==> config.mk <==
export PLATFORM = sky130hd
export DESIGN_NAME = datapath_param_flat
export DESIGN_NICKNAME = d
export VERILOG_FILES = /design/src/rtl/datapath_param_if.sv /design/src/rtl/datapath_param.sv /design/src/flat_wrapper.sv
export SDC_FILE = /design/constraint.sdc
export NUM_CORES = 1
export LEC_CHECK = 0
export ABC_CLOCK_PERIOD_IN_PS = 3100
export BUFFER_PORTS_ARGS = -buffer_cell sky130_fd_sc_hd__buf_2
export CAP_MARGIN = 20
export CORE_MARGIN = 2
export CORE_UTILIZATION = 50
export DETAILED_ROUTE_END_ITERATION = 6
export GPL_TIMING_DRIVEN = 0
export PLACE_DENSITY = 0.7
export SETUP_SLACK_MARGIN = 0.2
export SLEW_MARGIN = 40
export SYNTH_ARGS = -nofsm -noshare
export SYNTH_HDL_FRONTEND = slang
export SYNTH_SLANG_ARGS = --single-unit
==> constraint.sdc <==
create_clock -name clk -period 3.1 [get_ports clk]
set_clock_uncertainty 0.1 [all_clocks]
set_input_delay 0.155 -clock clk [delete_from_list [all_inputs] [get_ports clk]]
set_output_delay 0.155 -clock clk [all_outputs]
set_load 0.05 [all_outputs]
==> src/rtl/datapath_param_if.sv <==
// Memory handshake bundle between datapath_param (master) and a memory model (slave).
interface datapath_param_if #(
    parameter int DATA_W = 8,
    parameter int ADDR_W = 4
);
    logic              mem_valid;
    logic              mem_ready;
    logic              mem_wr;
    logic [ADDR_W-1:0] mem_addr;
    logic [DATA_W-1:0] mem_wdata;
    logic [DATA_W-1:0] mem_rdata;

    modport master (
        output mem_valid, mem_addr, mem_wdata, mem_wr,
        input  mem_ready, mem_rdata
    );

    modport slave (
        input  mem_valid, mem_addr, mem_wdata, mem_wr,
        output mem_ready, mem_rdata
    );
endinterface

==> src/rtl/datapath_param.sv <==
// Accumulator datapath: register file on a shared bus, ALU with a multi-cycle
// shift-add multiplier, and a valid/ready memory port.
module datapath_param #(
    parameter int DATA_W = 8,
    parameter int ADDR_W = 4,
    parameter int MUL_EN = 1
) (
    input  logic                   clk,
    input  logic                   rst_n,
    input  logic [15:0]            reg_ctrl,
    input  logic [2:0]             bus_sel,
    input  logic                   alu_start,
    input  logic                   mem_req,
    input  logic                   mem_we,
    datapath_param_if.master       mem,
    output logic [3:0]             opcode,
    output logic                   alu_busy,
    output logic                   mem_busy,
    output logic                   alu_done,
    output logic                   mem_done,
    output logic [2:0]             flags
);
    localparam int CNT_W = $clog2(DATA_W);
    localparam logic [CNT_W-1:0] CNT_LAST = CNT_W'(DATA_W - 1);

    typedef enum logic [1:0] {IDLE, RUN, DONE} alu_state_e;
    typedef enum logic [1:0] {M_IDLE, M_WAIT, M_DONE} mem_state_e;

    alu_state_e alu_state_q, alu_state_d;
    mem_state_e mem_state_q, mem_state_d;

    logic [ADDR_W-1:0]   ar_q, ar_d, pc_q, pc_d, addr_q, addr_d;
    logic [DATA_W-1:0]   dr_q, dr_d, ac_q, ac_d, ir_q, ir_d, tr_q, tr_d, mdr_q, mdr_d;
    logic [DATA_W-1:0]   wdata_q, wdata_d;
    logic                wr_q, wr_d;
    logic [2:0]          flags_q, flags_d;
    logic [2*DATA_W-1:0] mcand_q, mcand_d, prod_q, prod_d, prod_fin;
    logic [DATA_W-1:0]   mplier_q, mplier_d;
    logic [CNT_W-1:0]    cnt_q, cnt_d;

    logic [DATA_W-1:0]   bus, alu_res, alu_wr_val;
    logic [DATA_W:0]     sum;
    logic                alu_c, alu_wr, alu_wr_c;
    logic [2:0]          alu_op;

    function automatic logic [DATA_W-1:0] upd_d(input logic [DATA_W-1:0] cur,
                                                input logic [2:0] ctl,
                                                input logic [DATA_W-1:0] src);
        if (ctl[2]) return '0;
        if (ctl[1]) return cur + DATA_W'(1);
        if (ctl[0]) return src;
        return cur;
    endfunction

    function automatic logic [ADDR_W-1:0] upd_a(input logic [ADDR_W-1:0] cur,
                                                input logic [2:0] ctl,
                                                input logic [ADDR_W-1:0] src);
        if (ctl[2]) return '0;
        if (ctl[1]) return cur + ADDR_W'(1);
        if (ctl[0]) return src;
        return cur;
    endfunction

    assign opcode   = ir_q[DATA_W-1:DATA_W-4];
    assign alu_op   = opcode[2:0];
    assign alu_busy = (alu_state_q != IDLE);
    assign alu_done = (alu_state_q == DONE);
    assign mem_busy = (mem_state_q != M_IDLE);
    assign mem_done = (mem_state_q == M_DONE);
    assign flags    = flags_q;

    assign mem.mem_valid = (mem_state_q == M_WAIT);
    assign mem.mem_addr  = addr_q;
    assign mem.mem_wdata = wdata_q;
    assign mem.mem_wr    = wr_q;

    always_comb begin
        bus = '0;
        case (bus_sel)
            3'd1:    bus = DATA_W'(ar_q);
            3'd2:    bus = DATA_W'(pc_q);
            3'd3:    bus = dr_q;
            3'd4:    bus = ac_q;
            3'd5:    bus = ir_q;
            3'd6:    bus = tr_q;
            3'd7:    bus = mdr_q;
            default: bus = '0;
        endcase
    end

    // Single-cycle ALU results; opcode 111 here only serves the MUL_EN=0 case.
    always_comb begin
        sum     = {1'b0, dr_q} + {1'b0, ac_q};
        alu_res = '0;
        alu_c   = 1'b0;
        case (alu_op)
            3'b000: begin alu_res = sum[DATA_W-1:0]; alu_c = sum[DATA_W]; end
            3'b001: begin alu_res = {dr_q[DATA_W-2:0], 1'b0}; alu_c = dr_q[DATA_W-1]; end
            3'b010: alu_res = ~(dr_q ^ ac_q);
            3'b011: begin alu_res = {dr_q[DATA_W-1], dr_q[DATA_W-1:1]}; alu_c = dr_q[0]; end
            3'b100: alu_res = dr_q;
            3'b101: alu_res = ac_q;
            3'b110: alu_res = '0 - dr_q;
            default: alu_res = '0;
        endcase
    end

    assign prod_fin = prod_q + (mplier_q[0] ? mcand_q : '0);

    always_comb begin
        alu_state_d = alu_state_q;
        mcand_d     = mcand_q;
        mplier_d    = mplier_q;
        prod_d      = prod_q;
        cnt_d       = cnt_q;
        alu_wr      = 1'b0;
        alu_wr_val  = alu_res;
        alu_wr_c    = alu_c;
        case (alu_state_q)
            IDLE: if (alu_start) begin
                if (alu_op == 3'b111 && MUL_EN != 0) begin
                    mcand_d     = {{DATA_W{1'b0}}, dr_q};
                    mplier_d    = ac_q;
                    prod_d      = '0;
                    cnt_d       = '0;
                    alu_state_d = RUN;
                end else begin
                    alu_wr      = 1'b1;
                    alu_state_d = DONE;
                end
            end
            RUN: begin
                prod_d   = prod_fin;
                mcand_d  = mcand_q << 1;
                mplier_d = mplier_q >> 1;
                cnt_d    = cnt_q + CNT_W'(1);
                if (cnt_q == CNT_LAST) begin
                    alu_wr      = 1'b1;
                    alu_wr_val  = prod_fin[DATA_W-1:0];
                    alu_wr_c    = |prod_fin[2*DATA_W-1:DATA_W];
                    alu_state_d = DONE;
                end
            end
            DONE:    alu_state_d = IDLE;
            default: alu_state_d = IDLE;
        endcase
    end

    always_comb begin
        ar_d = upd_a(ar_q, reg_ctrl[2:0], bus[ADDR_W-1:0]);
        pc_d = upd_a(pc_q, reg_ctrl[5:3], bus[ADDR_W-1:0]);
        dr_d = upd_d(dr_q, reg_ctrl[8:6], bus);
        tr_d = upd_d(tr_q, reg_ctrl[14:12], bus);
        ir_d = reg_ctrl[15] ? bus : ir_q;
        // ALU owns AC from the start cycle until it returns to IDLE.
        if (alu_wr)
            ac_d = alu_wr_val;
        else if (alu_busy || alu_start)
            ac_d = ac_q;
        else
            ac_d = upd_d(ac_q, reg_ctrl[11:9], bus);
        flags_d = alu_wr ? {alu_wr_val[DATA_W-1], (alu_wr_val == '0), alu_wr_c} : flags_q;
    end

    always_comb begin
        mem_state_d = mem_state_q;
        addr_d      = addr_q;
        wdata_d     = wdata_q;
        wr_d        = wr_q;
        mdr_d       = mdr_q;
        case (mem_state_q)
            M_IDLE: if (mem_req) begin
                addr_d      = ar_q;
                wdata_d     = bus;
                wr_d        = mem_we;
                mem_state_d = M_WAIT;
            end
            M_WAIT: if (mem.mem_ready) begin
                if (!wr_q) mdr_d = mem.mem_rdata;
                mem_state_d = M_DONE;
            end
            M_DONE:  mem_state_d = M_IDLE;
            default: mem_state_d = M_IDLE;
        endcase
    end

    always_ff @(posedge clk or negedge rst_n) begin
        if (!rst_n) begin
            alu_state_q <= IDLE;
            mem_state_q <= M_IDLE;
            ar_q        <= '0;
            pc_q        <= '0;
            dr_q        <= '0;
            ac_q        <= '0;
            ir_q        <= '0;
            tr_q        <= '0;
            mdr_q       <= '0;
            flags_q     <= '0;
            addr_q      <= '0;
            wdata_q     <= '0;
            wr_q        <= 1'b0;
            mcand_q     <= '0;
            mplier_q    <= '0;
            prod_q      <= '0;
            cnt_q       <= '0;
        end else begin
            alu_state_q <= alu_state_d;
            mem_state_q <= mem_state_d;
            ar_q        <= ar_d;
            pc_q        <= pc_d;
            dr_q        <= dr_d;
            ac_q        <= ac_d;
            ir_q        <= ir_d;
            tr_q        <= tr_d;
            mdr_q       <= mdr_d;
            flags_q     <= flags_d;
            addr_q      <= addr_d;
            wdata_q     <= wdata_d;
            wr_q        <= wr_d;
            mcand_q     <= mcand_d;
            mplier_q    <= mplier_d;
            prod_q      <= prod_d;
            cnt_q       <= cnt_d;
        end
    end
endmodule

==> src/flat_wrapper.sv <==
// flat-port wrapper written by rule: the top's interface ports become plain ports
module datapath_param_flat 
#(
    parameter int DATA_W = 8,
    parameter int ADDR_W = 4,
    parameter int MUL_EN = 1
)
  (clk, rst_n, reg_ctrl, bus_sel, alu_start, mem_req, mem_we, opcode, alu_busy, mem_busy, alu_done, mem_done, flags, mem_mem_valid, mem_mem_addr, mem_mem_wdata, mem_mem_wr, mem_mem_ready, mem_mem_rdata);
  datapath_param_if #(.DATA_W(DATA_W), .ADDR_W(ADDR_W)) mem_i ();
  input  logic clk;
  input  logic rst_n;
  input  logic [15:0] reg_ctrl;
  input  logic [2:0] bus_sel;
  input  logic alu_start;
  input  logic mem_req;
  input  logic mem_we;
  output logic [3:0] opcode;
  output logic alu_busy;
  output logic mem_busy;
  output logic alu_done;
  output logic mem_done;
  output logic [2:0] flags;
  output wire logic [$bits(mem_i.mem_valid)-1:0] mem_mem_valid;
  output wire logic [$bits(mem_i.mem_addr)-1:0] mem_mem_addr;
  output wire logic [$bits(mem_i.mem_wdata)-1:0] mem_mem_wdata;
  output wire logic [$bits(mem_i.mem_wr)-1:0] mem_mem_wr;
  input wire logic [$bits(mem_i.mem_ready)-1:0] mem_mem_ready;
  input wire logic [$bits(mem_i.mem_rdata)-1:0] mem_mem_rdata;
  assign mem_mem_valid = mem_i.mem_valid;
  assign mem_mem_addr = mem_i.mem_addr;
  assign mem_mem_wdata = mem_i.mem_wdata;
  assign mem_mem_wr = mem_i.mem_wr;
  assign mem_i.mem_ready = mem_mem_ready;
  assign mem_i.mem_rdata = mem_mem_rdata;
  datapath_param #(.DATA_W(DATA_W), .ADDR_W(ADDR_W), .MUL_EN(MUL_EN)) u_core (.clk(clk), .rst_n(rst_n), .reg_ctrl(reg_ctrl), .bus_sel(bus_sel), .alu_start(alu_start), .mem_req(mem_req), .mem_we(mem_we), .mem(mem_i), .opcode(opcode), .alu_busy(alu_busy), .mem_busy(mem_busy), .alu_done(alu_done), .mem_done(mem_done), .flags(flags));
endmodule
Word level (Yosys, flattened, before mapping)
Cells that the tools add are included.
{"block": "classes", "add_sub_neg": 9, "eq_ne": 25, "muxes": 99, "bitwise": 3, "n_reduce_logical": 20}
{"op": "8-bit two-way mux", "count": 24}
{"op": "8-bit case mux with 7 select lines", "count": 2}
{"op": "16-bit two-way mux", "count": 5}
{"op": "16-bit case mux with 2 select lines", "count": 2}
{"op": "4-bit two-way mux", "count": 12}
{"op": "1-bit two-way mux", "count": 41}
{"op": "3-bit equality test, second input constant", "count": 9}
{"op": "8-bit by 1-bit adder with 8-bit output, second input constant", "count": 3}
{"op": "16-bit adder", "count": 1}
{"op": "8-bit case mux with 2 select lines", "count": 1}
{"op": "3-bit by 2-bit equality test with 1-bit output, second input constant", "count": 4}
{"op": "3-bit nonzero test", "count": 4}
{"op": "2-bit two-way mux", "count": 5}
{"op": "8-bit by 8-bit adder with 9-bit output", "count": 1}
{"op": "4-bit by 1-bit adder with 4-bit output, second input constant", "count": 2}
{"op": "8-bit zero test", "count": 1}
{"op": "2-bit by 1-bit != test with 1-bit output, second input constant", "count": 4}
{"op": "8-bit inverter", "count": 1}
{"op": "2-bit case mux with 2 select lines", "count": 2}
{"op": "2-bit AND reduction", "count": 4}
{"op": "8-bit OR reduction", "count": 1}
{"op": "1-bit by 8-bit subtractor with 8-bit output, first input constant", "count": 1}
{"op": "8-bit XOR", "count": 1}
{"op": "3-bit by 1-bit equality test with 1-bit output, second input constant", "count": 2}
{"op": "15 further kinds", "count": 23}
{"block": "totals", "register_bits": 111, "input_bits": 33, "out_inout_bits": 25, "word_cells": 173}

Logic depth before layout (Yosys ltp)
{"block": "logic_depth", "ltp_word": 17, "ltp_mapped": 11, "depth_no_buf": 11}

Worst setup path after synthesis
OpenSTA, ideal clock, no wires.
{"block": "synth_path", "kind": "reg-to-reg", "start": "register u_core.mplier_q[0]", "end": "register u_core.flags_q[0] (netlist: u_core.flags[0])", "setup_time_ns": 0.129, "arrival_time_ns": 2.705, "required_ns": 2.871, "setup_slack_ns": 0.166, "stages_incl_launch_ff": 12, "n_path_buf": 1, "synth_period_minus_slack_ns": 2.934, "cell_sequence": "dfrtp_1 -> clkbuf_1 -> and2_1 -> fa_1 -> a211o_1 -> a21oi_1 -> o21ai_0 -> a21oi_1 -> o21a_1 -> o21ai_0 -> xor2_1 -> o41a_1"}
{"block": "synth_via", "elab_chain_len": 5}
{"element": "start, declared", "line_no": "datapath_param.sv:38", "source": "logic [DATA_W-1:0] mplier_q, mplier_d;"}
{"element": "start signal, assigned", "line_no": "datapath_param.sv:221", "source": "mplier_q <= mplier_d;"}
{"element": "16-bit two-way mux", "line_no": "datapath_param.sv:108", "source": "assign prod_fin = prod_q + (mplier_q[0] ? mcand_q : '0);"}
{"element": "16-bit adder", "line_no": "datapath_param.sv:108"}
{"element": "8-bit OR reduction", "line_no": "datapath_param.sv:140", "source": "alu_wr_c = |prod_fin[2*DATA_W-1:DATA_W];"}
{"element": "1-bit two-way mux", "line_no": "datapath_param.sv:137", "source": "if (cnt_q == CNT_LAST) begin"}
{"element": "1-bit two-way mux", "line_no": "datapath_param.sv:119", "source": "case (alu_state_q)"}
{"element": "end signal, assigned", "line_no": "datapath_param.sv:216", "source": "flags_q <= flags_d;"}
{"element": "end, declared", "line_no": "datapath_param.sv:36", "source": "logic [2:0] flags_q, flags_d;"}
No other way between the ends.
A chain may end at the register's enable or synchronous reset.

Worst setup path after layout
Same ends and word-level chain as after synthesis.

==> summary.md <==
| Metric | Value |
|---|---|
| Final setup viols | `0` |
| Synth Area in XOR/XNOR | `0.0393` |
| Clock-pin transition on the worst setup and hold timing paths | `approximately 80 ps` |
| Area delta synth->final | `16.2%` |
| TritonCTS Buffers | `9` |
| Worst reg2reg path depth | `11` |
| Vias in the first global route | `about 6300` |
| CTS tree | `done` |
| Commonest non-fill, non-tap cell in the layout | `dfrtp_1` |
| Syn Inst Count | `about 760` |
| Hold path startpoint | `reg_ctrl[4]` |
| Post-synthesis adder-cell area fraction | `0.0599` |
| Failing checks | `hold timing` |
| Initial core utilization | `0.512` |
| Critical path class | `reg -> reg` |
| Tightest Pin Transition | `about 830 ps` |
| WP data required | `about 3200 ps` |
| Ys async rst share | `1.00` |
| Max VDD drop | `482 uV` |
| Hold Path Depth | `3` |
| Core area | `approximately 0.014 sq mm` |
| Drt drc | `0` |
| Final Max Slew Viols | `0` |
| Yosys reg bits | `roughly 110` |
| Pwr dens | `around 730 mW/mm^2` |
| Die area | `approximately 0.015 sq mm` |
| Synthesized area | `roughly 0.007 sq mm` |
| Hold Slack | `-1.36 ps` |
| Synth area leader | `dfrtp_1` |
| Top cells by area, synth | `dfrtp_1, ha_1, a21oi_1, mux2_2, o21ai_0` |
| Crit path capture type | `flip-flop` |
| Largest net degree at the start of global routing | `between 60 and 70` |
| CTS Sinks | `111` |
| Post-DP HPWL | `about 14000 um` |
| Post-Place Cells | `992` |
| DR iter-0 viols | `roughly 440` |
| Compound-Gate Fraction of Synth Area | `0.217` |
| Largest family of logic cells by synthesized area | `compound AO/OA/AOI/OAI gates` |
| RePlAce Congestion | `0.962` |
| Slew headroom | `0.441` |
| Hold Path Sink | `u_core.pc_q[1]` |
| GRT Max-Usage Layer | `met2` |
| Antenna-violating nets left | `0` |
| Antenna violations before repair | `0` |
| Reg-to-Reg End | `u_core.flags[0]` |
| GRT Util Overall | `0.273` |
| Grt met1 use | `0.337` |
| Avg Synthesized Cell Area | `about 9.3 sq um` |
| Cell variety after synth | `58` |
| I/O Pins | `58` |
| Core Rows | `43` |
| Outcome | `finished with violations` |
| Die H | `roughly 120 um` |
| Die Width | `about 120 um` |
| Filler-free cell count of the finished design | `1032` |
| GRT Residual Overflow | `0` |
| Met3 Resource Use GR | `0.0521` |
| R2R Path Start | `u_core.mplier_q[0]` |
| Routed wire length | `20100 um` |
| Share of the synthesized area in the top cell type | `0.389` |
| Fmax | `between 300 and 400 MHz` |
| Critical path fanouts, max | `3` |
| Clock tree root buffer cell | `clkbuf_16` |
| Leakage | `~3.7 nW` |
| Nets | `between 900 and 1000` |
| Synth Area in Simple Gates | `0.142` |
| RSZ-0062 raised after global routing | `yes` |
| EDFF count, synth | `0` |
| Clock Tree Buf Depth | `2` |
| I/O Buffers | `47` |
| First-pass GRT wire length | `between 30000 and 40000 um` |
| Layout cells sized above 1 | `0.188` |
| Critical path arrival | `roughly 3200 ps` |
| Vias per cell | `6.16` |
| Vias | `about 6400` |
| Final Cell Area | `between 0.008 and 0.009 sq mm` |
| Synth Net Count | `slightly above 800` |
| Min Tclk post-route | `~3000 ps` |
| Wire length per cell | `a little under 20 um` |
| Fin crit share | `0.981` |
| Fin util | `0.596` |
| Dpl cell area | `~0.0076 sq mm` |
| Pre-antenna DRT Iters | `5` |
| Most frequent cells in the layout | `dfrtp_1, a21oi_1, nand2_1, nor2_1, buf_2` |
| YS warnings | `0` |
| H-Tree Depth | `3` |
| Hold/Removal Path Class | `in -> reg` |
| Final-report hold violation count | `1` |
| Number of fill cells | `about 1200` |
| N_diodes | `0` |
| Maxcap violations | `0` |
| R2R setup slack | `60 ps` |
| Register area share after synthesis | `0.389` |
| Worst-Skew Late Latency | `around 360 ps` |
| Met2 Track Usage GR | `0.462` |
| Most used DFF post-synth | `dfrtp_1` |
| Mux share of post-synthesis cell area | `0.106` |
| Design Power | `~6.1 mW` |
| Startpoint Class | `flip-flop` |
## power by group
part	switching (mW)	internal, mW	leakage, nW	total, mW
clock network	0.566	0.735	0.163	1.30
logic	1.59	1.13	2.12	2.72
registers	0.307	1.75	1.43	2.06
total	2.46	3.62	3.71	6.08
## metrics by stage
stage,setup slack (ps),setup TNS (ps)
after floorplan,202,0
after global routing,-69.5,-69.5
after detailed placement,-302,-817
after CTS,73.6,0
final,58.4,0
after global placement,-230,-548
## how the worst max path moves through the flow
stage	end	slack [ps]	startpoint
3_5_place_dp	u_core.flags[0]	-300	u_core.mplier_q[0]
5_1_grt	u_core.flags[0]	-70	u_core.mplier_q[0]
6_report	u_core.flags[0]	60	u_core.mplier_q[0]
4_1_cts	u_core.flags[0]	70	u_core.mplier_q[0]
3_3_place_gp	u_core.flags[0]	-230	u_core.mplier_q[0]
2_1_floorplan	u_core.flags[0]	200	u_core.mplier_q[0]
## registers in the layout (all words and copies together) (netlist names), 8 cells and up
signal,count
u_core.mcand_q,16
u_core.prod_q,16
u_core.ac_q,8
u_core.dr_q,8
u_core.ir_q,8
u_core.mdr_q,8
u_core.mem.mem_wdata,8
u_core.mplier_q,8
u_core.tr_q,8
## critical path: stages, from the launching register on
cell,delay (ps)
dfrtp_2,440
and2_4,160
ha_4,170
fa_2,360
a211o_1,290
a21oi_2,190
o21ai_2,80
a21oi_2,240
o21a_1,200
xor2_1,230
nand3_1,100
o41a_1,350
## cells in the mapped netlist, types with 8 or more instances
library cell    n
nand3_1        22
a22oi_1        13
nor2b_1        17
a21oi_1        77
inv_1          21
a221oi_1       10
and3_1         12
and2_1         16
mux2_2         30
xnor2_1        21
buf_2           8
clkbuf_1       33
nand2_1        58
mux2i_1        24
o21ai_0        49
a21o_1         10
buf_4           8
a22o_1         27
ha_1           31
nor2_1         57
xor2_1         11
mux4_2          8
dfrtp_1       111
## routing by layer
| metal | up-vias | routed length (um) |
|---|---|---|
| li1 | 2948 | - |
| met3 | 53 | 1350 |
| met1 | 3094 | 8140 |
| met2 | 264 | 9870 |
| met5 | - | 0 |
| met4 | 0 | 763 |
## cell type report
cell class	count	area [sq um]	share of cell area
Clock buffer	10	239	0.0288
Buffer	54	258	0.0311
Inverter	22	82.6	0.00995
Multi-Input combinational cell	577	4140	0.499
Timing Repair Buffer	72	485	0.0585
Tap cell	180	225	0.0271
Sequential cell	111	2780	0.335
Clock inverter	6	91.3	0.0110
## repair_timing
| action | in CTS | in global routing |
|---|---|---|
| setup buffers | 7 | 4 |
| pin swaps | 12 | 11 |
| hold buffers | 13 | 0 |
| cloned | 0 | 0 |
| gates resized for setup | 21 | 11 |
| endpoints found under the setup margin | 11 | 9 |
| hold endpoints to repair | 130 | 0 |
## cell families (layout without fill, tap and decap cells)
kind of cell,count (synthesis),count (layout)
buf+inv,76,164
mux,62,62
xor+xnor,32,32
flops,111,111
fa+ha+maj,33,33
simple gates,212,212
compound gates,238,238
(Power assumes the default switching activity.)
